### config.mk
export PLATFORM = sky130hd
export DESIGN_NAME = time_setter
export DESIGN_NICKNAME = d
export VERILOG_FILES = /design/src/rtl/time_setter.sv
export SDC_FILE = /design/constraint.sdc
export NUM_CORES = 1
export LEC_CHECK = 0
export CAP_MARGIN = 20
export CORE_ASPECT_RATIO = 1.75
export CORE_MARGIN = 2
export CORE_UTILIZATION = 30
export DETAILED_ROUTE_END_ITERATION = 8
export SLEW_MARGIN = 25
export SYNTH_ARGS = -nofsm -noshare
export SYNTH_HDL_FRONTEND = slang
export SYNTH_SLANG_ARGS = --single-unit
### constraint.sdc
create_clock -name clk_2MHz -period 3.3 [get_ports clk_2MHz]
set_input_delay 0.99 -clock clk_2MHz [delete_from_list [all_inputs] [get_ports clk_2MHz]]
set_output_delay 0.99 -clock clk_2MHz [all_outputs]
set_load 0.005 [all_outputs]
### src/rtl/time_setter.sv
// Time-entry controller: turns debounced button levels into an HH/MM/SS edit
// session and loads the result into the ticker. Optional auto-repeat: TIME_SETTER_AUTOREPEAT_EN.
module time_setter #(
  parameter int SET_HOLD      = 2,
  parameter int REPEAT_DELAY  = 1000000,
  parameter int REPEAT_PERIOD = 200000
) (
  input  logic       clk_2MHz,
  input  logic       reset,
  input  logic       btn_mode,
  input  logic       btn_up,
  input  logic       btn_down,
  input  logic       btn_cancel,
  input  logic [6:0] curHH,
  input  logic [6:0] curMM,
  input  logic [6:0] curSS,
  output logic       set,
  output logic [6:0] setHH,
  output logic [6:0] setMM,
  output logic [6:0] setSS,
  output logic [1:0] field
);

  localparam int HOLD_W = (SET_HOLD > 1) ? $clog2(SET_HOLD) : 1;
  localparam logic [6:0] HH_MAX = 7'd23;
  localparam logic [6:0] MS_MAX = 7'd59;

  if (SET_HOLD < 1 || REPEAT_DELAY < 1 || REPEAT_PERIOD < 1) begin : g_bad_cfg
    $error("time_setter: SET_HOLD, REPEAT_DELAY and REPEAT_PERIOD must be >= 1");
  end

  typedef enum logic [2:0] {
    S_IDLE,
    S_EDIT_HH,
    S_EDIT_MM,
    S_EDIT_SS,
    S_COMMIT
  } state_t;

  state_t            r_state, w_state_nxt;
  logic              r_mode_prev, r_up_prev, r_down_prev, r_cancel_prev;
  logic              w_mode_p, w_up_p, w_down_p, w_cancel_p;
  logic              w_step_up, w_step_down;
  logic [6:0]        r_hh, r_mm, r_ss;
  logic [6:0]        w_hh_nxt, w_mm_nxt, w_ss_nxt;
  logic [HOLD_W-1:0] r_hold, w_hold_nxt;
  logic              r_set;
  logic [1:0]        r_field;

  function automatic logic [6:0] f_inc(input logic [6:0] v, input logic [6:0] lim);
    return (v >= lim) ? 7'd0 : v + 7'd1;
  endfunction

  function automatic logic [6:0] f_dec(input logic [6:0] v, input logic [6:0] lim);
    if (v == 7'd0) return lim;
    return (v > lim) ? 7'd0 : v - 7'd1;
  endfunction

  function automatic logic [6:0] f_clamp(input logic [6:0] v, input logic [6:0] lim);
    return (v > lim) ? 7'd0 : v;
  endfunction

  function automatic logic [1:0] f_field(input state_t s);
    case (s)
      S_EDIT_HH: return 2'b01;
      S_EDIT_MM: return 2'b10;
      S_EDIT_SS: return 2'b11;
      default:   return 2'b00;
    endcase
  endfunction

  assign w_mode_p   = btn_mode   & ~r_mode_prev;
  assign w_up_p     = btn_up     & ~r_up_prev;
  assign w_down_p   = btn_down   & ~r_down_prev;
  assign w_cancel_p = btn_cancel & ~r_cancel_prev;

`ifdef TIME_SETTER_AUTOREPEAT_EN
  localparam int RPT_MAX = (REPEAT_DELAY > REPEAT_PERIOD) ? REPEAT_DELAY : REPEAT_PERIOD;
  localparam int RPT_W   = $clog2(RPT_MAX + 1);

  logic [RPT_W-1:0] r_rpt_cnt, w_rpt_cnt_nxt;
  logic             r_rpt_on, w_rpt_on_nxt;
  logic             w_hold_alone, w_rpt_fire;

  // Counter is 1 on the cycle after the press, so it equals the hold length;
  // after the first repeat it restarts and is compared against the period.
  assign w_hold_alone = (btn_up ^ btn_down) & ~w_mode_p & ~w_cancel_p &
                        (r_state inside {S_EDIT_HH, S_EDIT_MM, S_EDIT_SS});
  assign w_rpt_fire   = w_hold_alone & ~w_up_p & ~w_down_p & (r_rpt_cnt != '0) &
                        (r_rpt_on ? (r_rpt_cnt == RPT_W'(REPEAT_PERIOD))
                                  : (r_rpt_cnt == RPT_W'(REPEAT_DELAY)));

  always_comb begin
    w_rpt_cnt_nxt = r_rpt_cnt;
    w_rpt_on_nxt  = r_rpt_on;
    if (!w_hold_alone) begin
      w_rpt_cnt_nxt = '0;
      w_rpt_on_nxt  = 1'b0;
    end else if (w_up_p || w_down_p) begin
      w_rpt_cnt_nxt = RPT_W'(1);
      w_rpt_on_nxt  = 1'b0;
    end else if (w_rpt_fire) begin
      w_rpt_cnt_nxt = RPT_W'(1);
      w_rpt_on_nxt  = 1'b1;
    end else if (r_rpt_cnt != '0) begin
      w_rpt_cnt_nxt = r_rpt_cnt + RPT_W'(1);
    end
  end

  always_ff @(posedge clk_2MHz) begin
    if (!reset) begin
      r_rpt_cnt <= '0;
      r_rpt_on  <= 1'b0;
    end else begin
      r_rpt_cnt <= w_rpt_cnt_nxt;
      r_rpt_on  <= w_rpt_on_nxt;
    end
  end

  assign w_step_up   = (w_up_p & ~w_down_p) | (w_rpt_fire & btn_up);
  assign w_step_down = (w_down_p & ~w_up_p) | (w_rpt_fire & btn_down);
`else
  assign w_step_up   = w_up_p & ~w_down_p;
  assign w_step_down = w_down_p & ~w_up_p;
`endif

  // NOTE: every signal gets a default before the case so no path leaves it unassigned (no latches).
  always_comb begin
    w_state_nxt = r_state;
    w_hh_nxt    = r_hh;
    w_mm_nxt    = r_mm;
    w_ss_nxt    = r_ss;
    w_hold_nxt  = '0;
    case (r_state)
      S_IDLE: begin
        if (w_mode_p) begin
          w_hh_nxt    = f_clamp(curHH, HH_MAX);
          w_mm_nxt    = f_clamp(curMM, MS_MAX);
          w_ss_nxt    = f_clamp(curSS, MS_MAX);
          w_state_nxt = S_EDIT_HH;
        end
      end
      S_EDIT_HH, S_EDIT_MM, S_EDIT_SS: begin
        if (w_cancel_p) begin
          w_state_nxt = S_IDLE;
        end else if (w_mode_p) begin
          case (r_state)
            S_EDIT_HH: w_state_nxt = S_EDIT_MM;
            S_EDIT_MM: w_state_nxt = S_EDIT_SS;
            default:   w_state_nxt = S_COMMIT;
          endcase
        end else if (w_step_up || w_step_down) begin
          case (r_state)
            S_EDIT_HH: w_hh_nxt = w_step_up ? f_inc(r_hh, HH_MAX) : f_dec(r_hh, HH_MAX);
            S_EDIT_MM: w_mm_nxt = w_step_up ? f_inc(r_mm, MS_MAX) : f_dec(r_mm, MS_MAX);
            default:   w_ss_nxt = w_step_up ? f_inc(r_ss, MS_MAX) : f_dec(r_ss, MS_MAX);
          endcase
        end
      end
      S_COMMIT: begin
        if (r_hold == HOLD_W'(SET_HOLD - 1)) w_state_nxt = S_IDLE;
        else                                 w_hold_nxt  = r_hold + HOLD_W'(1);
      end
      default: w_state_nxt = S_IDLE;
    endcase
  end

  // NOTE: state uses non-blocking assignments so every register samples pre-edge values.
  always_ff @(posedge clk_2MHz) begin
    if (!reset) begin
      r_state       <= S_IDLE;
      r_hh          <= '0;
      r_mm          <= '0;
      r_ss          <= '0;
      r_hold        <= '0;
      r_set         <= 1'b0;
      r_field       <= 2'b00;
      // Prev levels reset high so a button held through reset is not a press.
      r_mode_prev   <= 1'b1;
      r_up_prev     <= 1'b1;
      r_down_prev   <= 1'b1;
      r_cancel_prev <= 1'b1;
    end else begin
      r_state       <= w_state_nxt;
      r_hh          <= w_hh_nxt;
      r_mm          <= w_mm_nxt;
      r_ss          <= w_ss_nxt;
      r_hold        <= w_hold_nxt;
      r_set         <= (w_state_nxt == S_COMMIT);
      r_field       <= f_field(w_state_nxt);
      r_mode_prev   <= btn_mode;
      r_up_prev     <= btn_up;
      r_down_prev   <= btn_down;
      r_cancel_prev <= btn_cancel;
    end
  end

  assign set   = r_set;
  assign setHH = r_hh;
  assign setMM = r_mm;
  assign setSS = r_ss;
  assign field = r_field;

endmodule
# Word level (Yosys, flattened, before mapping)
# Index checks and enable logic that the tools add are counted.
dict set report word_totals {
  regBits 32
  inputBits 27
  out_inout_bits 24
}
dict set report op_classes {
  addsub 7
  n_lt_le_gt_ge 9
  eq_ne 15
  n_mux 61
  bitwise_logic 14
  n_reduce_logical 12
}
# cell n
set ops {}
lappend ops {{2-to-1 mux 7 bit} 33}
lappend ops {{one-hot mux 7 bit (2 select lines)} 3}
lappend ops {{> comparator 7 x 6 -> 1 bit, second input constant} 4}
lappend ops {{adder 7 x 1 -> 7 bit, second input constant} 3}
lappend ops {{zero test 7 bit} 3}
lappend ops {{subtractor 7 x 1 -> 7 bit, second input constant} 3}
lappend ops {{2-to-1 mux 1 bit} 18}
lappend ops {{AND reduction 6 bit} 3}
lappend ops {{>= comparator 7 x 6 -> 1 bit, second input constant} 2}
lappend ops {{> comparator 7 x 5 -> 1 bit, second input constant} 2}
lappend ops {{inequality test 2 bit, second input constant} 7}
lappend ops {{equality test 3 x 2 -> 1 bit, second input constant} 4}
lappend ops {{2-to-1 mux 3 bit} 4}
lappend ops {{one-hot mux 3 bit (3 select lines)} 1}
lappend ops {{NOT 1 bit} 8}
lappend ops {{>= comparator 7 x 5 -> 1 bit, second input constant} 1}
lappend ops {{AND 1 bit} 6}
lappend ops {{equality test 3 x 1 -> 1 bit, second input constant} 2}
lappend ops {{equality test 3 bit, second input constant} 2}
lappend ops {{one-hot mux 2 bit (3 select lines)} 1}
lappend ops {{one-hot mux 3 bit (2 select lines)} 1}
lappend ops {{OR reduction 3 bit} 2}
lappend ops {{zero test 3 bit} 1}
lappend ops {{nonzero test 2 bit} 1}
lappend ops {{other kinds (3)} 3}

# Depth between registers and ports, before layout
dict set report depth {
  ltp_word 16
  mapped_depth 8
}

# Least setup slack after synthesis
# No wires, ideal clock.
dict set report synth_path {
  path_kind {input to register}
  startpoint {input port btn_up}
  endpoint {register r_hh[6] (netlist: setHH[6])}
  setup_ps 70
  arrival_ps 2811
  required_ps 3230
  path_slack_ps 419
  cell_stages 6
  path_buffers 0
  path_cell_list {nor2b_1 ha_1 or4_4 a21o_1 or4_1 a21boi_1}
}
dict set report synth_via {
  elab_chain_cells 8
}
# item line_no
set synth_lines {}
lappend synth_lines {{start, declared} 11} ;# input logic btn_up,
lappend synth_lines {{AND 1 bit (*)} 73} ;# assign w_up_p = btn_up & ~r_up_prev;
lappend synth_lines {{AND 1 bit} 123} ;# assign w_step_up = w_up_p & ~w_down_p;
lappend synth_lines {{2-to-1 mux 7 bit} 154} ;# S_EDIT_HH: w_hh_nxt = w_step_up ? f_inc(r_hh, HH_MAX) : f_dec(r_hh, HH_MAX);
lappend synth_lines {{2-to-1 mux 7 bit} 153} ;# case (r_state)
lappend synth_lines {{2-to-1 mux 7 bit} 152} ;# end else if (w_step_up || w_step_down) begin
lappend synth_lines {{2-to-1 mux 7 bit} 146} ;# end else if (w_mode_p) begin
lappend synth_lines {{2-to-1 mux 7 bit} 144} ;# if (w_cancel_p) begin
lappend synth_lines {{one-hot mux 7 bit (2 select lines)} 134} ;# case (r_state)
lappend synth_lines {{end signal, assigned} 185} ;# r_hh <= w_hh_nxt;
lappend synth_lines {{end, declared} 44} ;# logic [6:0] r_hh, r_mm, r_ss;
# Mark *: on every way between the ends. The rest lies on a longest branch, timed or not. The select of a mux whose other input is x is not followed.
# A chain may end at the register's enable or synchronous reset.

# Final worst setup path
# Ends and elaborated chain as after synthesis.

==> qor.csv <==
metric,value,unit
run_status,"complete, no violations",
fin_cells,470,
hold_slack,523,ps
grt_pass1_vias,2609,
finalCritPeriodShare,91.4,%
crit_buf_inv,1,
rr_endpoint,setHH[6],
port_buffers,50,
crit_path_start,btn_up,
endpoint_kind,register,
cap_viol_max_count,0,
p_leak,0.00123,uW
synth_edf_count,0,
antenna_left,0,
cts.sinks,32,
p_per_area,349,nW/um^2
tightestPinTransition,688,ps
start_kind,input port,
cts_max_level,2,
drc_errors,0,
antenna_found_initial,0,
async_flop_share,0,%
avgSynthCellArea,7.72,um^2
post_dp_cell_area,3150,um^2
insertion_delay,290,ps
rsz0062_at_grt,false,
ys_warn_count,0,
core_area,8150,um^2
root_buffer,clkbuf_16,
drive_above_1_share,8.20,%
fin_skew,7.29,ps
drt_iter0_drc,102,
reg2reg_slack,1010,ps
syn_nets,359,
reg2reg_from,r_state[0],
yosys.cell_types.count,56,
worstPathRequired,3520,ps
cts_hold_buffers,0,
fin_crit,3020,ps
hp-start,setHH[6],
start_util,30.5,%
crit_fanout,2,
dieArea,9060,um^2
wl,7.44,mm
num_rows,44,
cts_resized,0,
slew_headroom,53.7,%
synth-seq-cells,32,
synthToLayoutAreaGrowth,33.2,%
synthFlopType,dfxtp_1,
ff2ff_path_depth,5,
viasPerCell,5.73,
crit_path_top_delay_cell,or4_4,
die_h,124,um
track_usage,16.9,%
cts_made_buffers,5,
vias,2695,
hold_viol_final,0,
syn_area,2490,um^2
path_delay_family,simple AND/OR/NAND/NOR gates,
overflow,0,
drtPass1Iterations,6,
post-cts-setup-buffers,0,
cp.arrival,3240,ps
fp.dieW,72.8,um
report.final.slew_viol_count,0,
hold_path_class,register to register,
slowest_delay,540,ps
final_common_cell,clkdlybuf4s50_1,
diodes,0,
max_freq,332,MHz
ir_drop,169,uV
crit_chain,clkdlybuf4s50_1 -> nor2b_1 -> ha_1 -> or4_4 -> a21o_1 -> or4_1 -> a21boi_1,
nNetsFinal,414,
path_clk_slew,60,ps
clock_path_buffers,2,
routedWlPerCell,15.8,um
syn_inst,322,
cts_tree,done,
grt_pass1_wl,12.2,mm
setup_viol,0,
critPathCapture,setHH[6],
dp_hpwl,5.80,mm
io_pins,51,
finalInstanceArea,3310,um^2
mostFrequentLayoutCells,"clkdlybuf4s50_1, dfxtp_1, nand2_1, a21oi_1, nor2_1",
grt_max_degree,22,
routabilityCongestion,0.843,
placed_cells,462,
cp_num_cells,7,
crit_type,input port to register,
seq_area_frac_synth,25.8,%
sequential cells by signal (all words and copies together) (netlist names):
| signal | count |
|---|---|
| setHH | 7 |
| r_mode_prev | 1 |
| r_cancel_prev | 1 |
| setSS | 7 |
| set | 1 |
| r_state | 3 |
| setMM | 7 |
| r_hold | 1 |
| r_down_prev | 1 |
| field | 2 |
| r_up_prev | 1 |
routing by layer:
layer | up-vias | GRT usage [%] | part of all wire [%]
met5 | - | 0 | 0
met4 | 0 | 8.50 | 3.7
met3 | 18 | 2.43 | 2.4
met2 | 59 | 31.3 | 55
met1 | 1281 | 17.7 | 39
li1 | 1337 | - | -
how the worst min path moves through the flow:
stage	endpoint	slack, ps	cells after the start
floorplan	setHH[6]	470	2
global placement	setHH[6]	520	2
detailed placement	setHH[6]	520	2
CTS	setHH[6]	530	2
global route	setHH[6]	550	2
finish	setHH[6]	520	2
worst min-delay path, delay by kind of cell, from the launching register on:
family          cells  cell delay [ps]
compound gates      1               50
flops               1              350
simple gates        1               70
metrics by stage:
step	TNS (ps)	util, %	power (uW)	setup WS, ps
2_1_floorplan	0	-	541	419
3_3_place_gp	-7.44	38.7	633	-7.44
3_5_place_dp	-25.6	38.7	635	-25.6
4_1_cts	0	40.7	1160	274
5_1_grt	0	40.7	1200	164
6_report	0	40.7	1160	285
layout make-up:
| cell class | instances | area, um^2 |
|---|---|---|
| Clock buffer | 6 | 129 |
| Clock inverter | 2 | 35.0 |
| Fill cell | 862 | 4830 |
| Inverter | 17 | 63.8 |
| Multi-Input combinational cell | 256 | 1720 |
| Sequential cell | 32 | 641 |
| Tap cell | 92 | 115 |
| Timing Repair Buffer | 65 | 613 |
power by group:
group | switching (uW) | total, uW | internal (uW) | leakage [uW]
Combinational | 98.3 | 206 | 107 | 0.000892
Sequential | 23.0 | 421 | 398 | 0.000260
Clock | 174 | 529 | 355 | 0.0000808
cells in the mapped netlist (2+ instances only):
master	n	area share, %
and2_1	7	1.8
o21ai_0	11	2.2
nand4b_1	2	0.70
o31ai_1	5	1.5
o211ai_1	2	0.60
nor2_1	18	2.7
a31oi_1	13	3.3
mux2i_1	2	0.80
nor3_1	9	1.8
xor2_1	6	2.1
nor4b_1	3	1.1
a32oi_1	2	0.70
and3_1	3	0.75
a41oi_1	2	0.70
dfxtp_1	32	26
ha_1	10	5.0
nor3b_1	2	0.60
xnor2_1	10	3.5
a32o_1	8	3.2
nor4_1	9	2.3
o32ai_1	6	2.1
o21a_1	3	0.91
a31o_2	4	1.4
a21oi_1	19	3.8
a21o_1	7	2.1
o22ai_1	2	0.50
nor2b_1	10	2.5
inv_1	17	2.6
nand4_1	5	1.3
nand2b_1	8	2.0
o221ai_1	3	1.1
clkbuf_1	15	2.3
or3_1	4	1.0
nand3_1	17	3.4
a211oi_1	2	0.60
nand3b_1	3	0.91
nand2_1	21	3.2
a21boi_0	2	0.60
cell families (layout without fill, tap and decap cells):
family	after synthesis	after routing	share of synthesized area, %
AO/OA/AOI/OAI	101	101	29.2
XOR/XNOR	16	16	5.63
adder cells (fa/ha/maj)	10	10	5.03
buffers and inverters	34	90	5.43
flip-flops	32	32	25.8
multiplexers	3	3	1.26
AND/OR/NAND/NOR	126	126	27.7
Power figures use the tool's default switching activity.
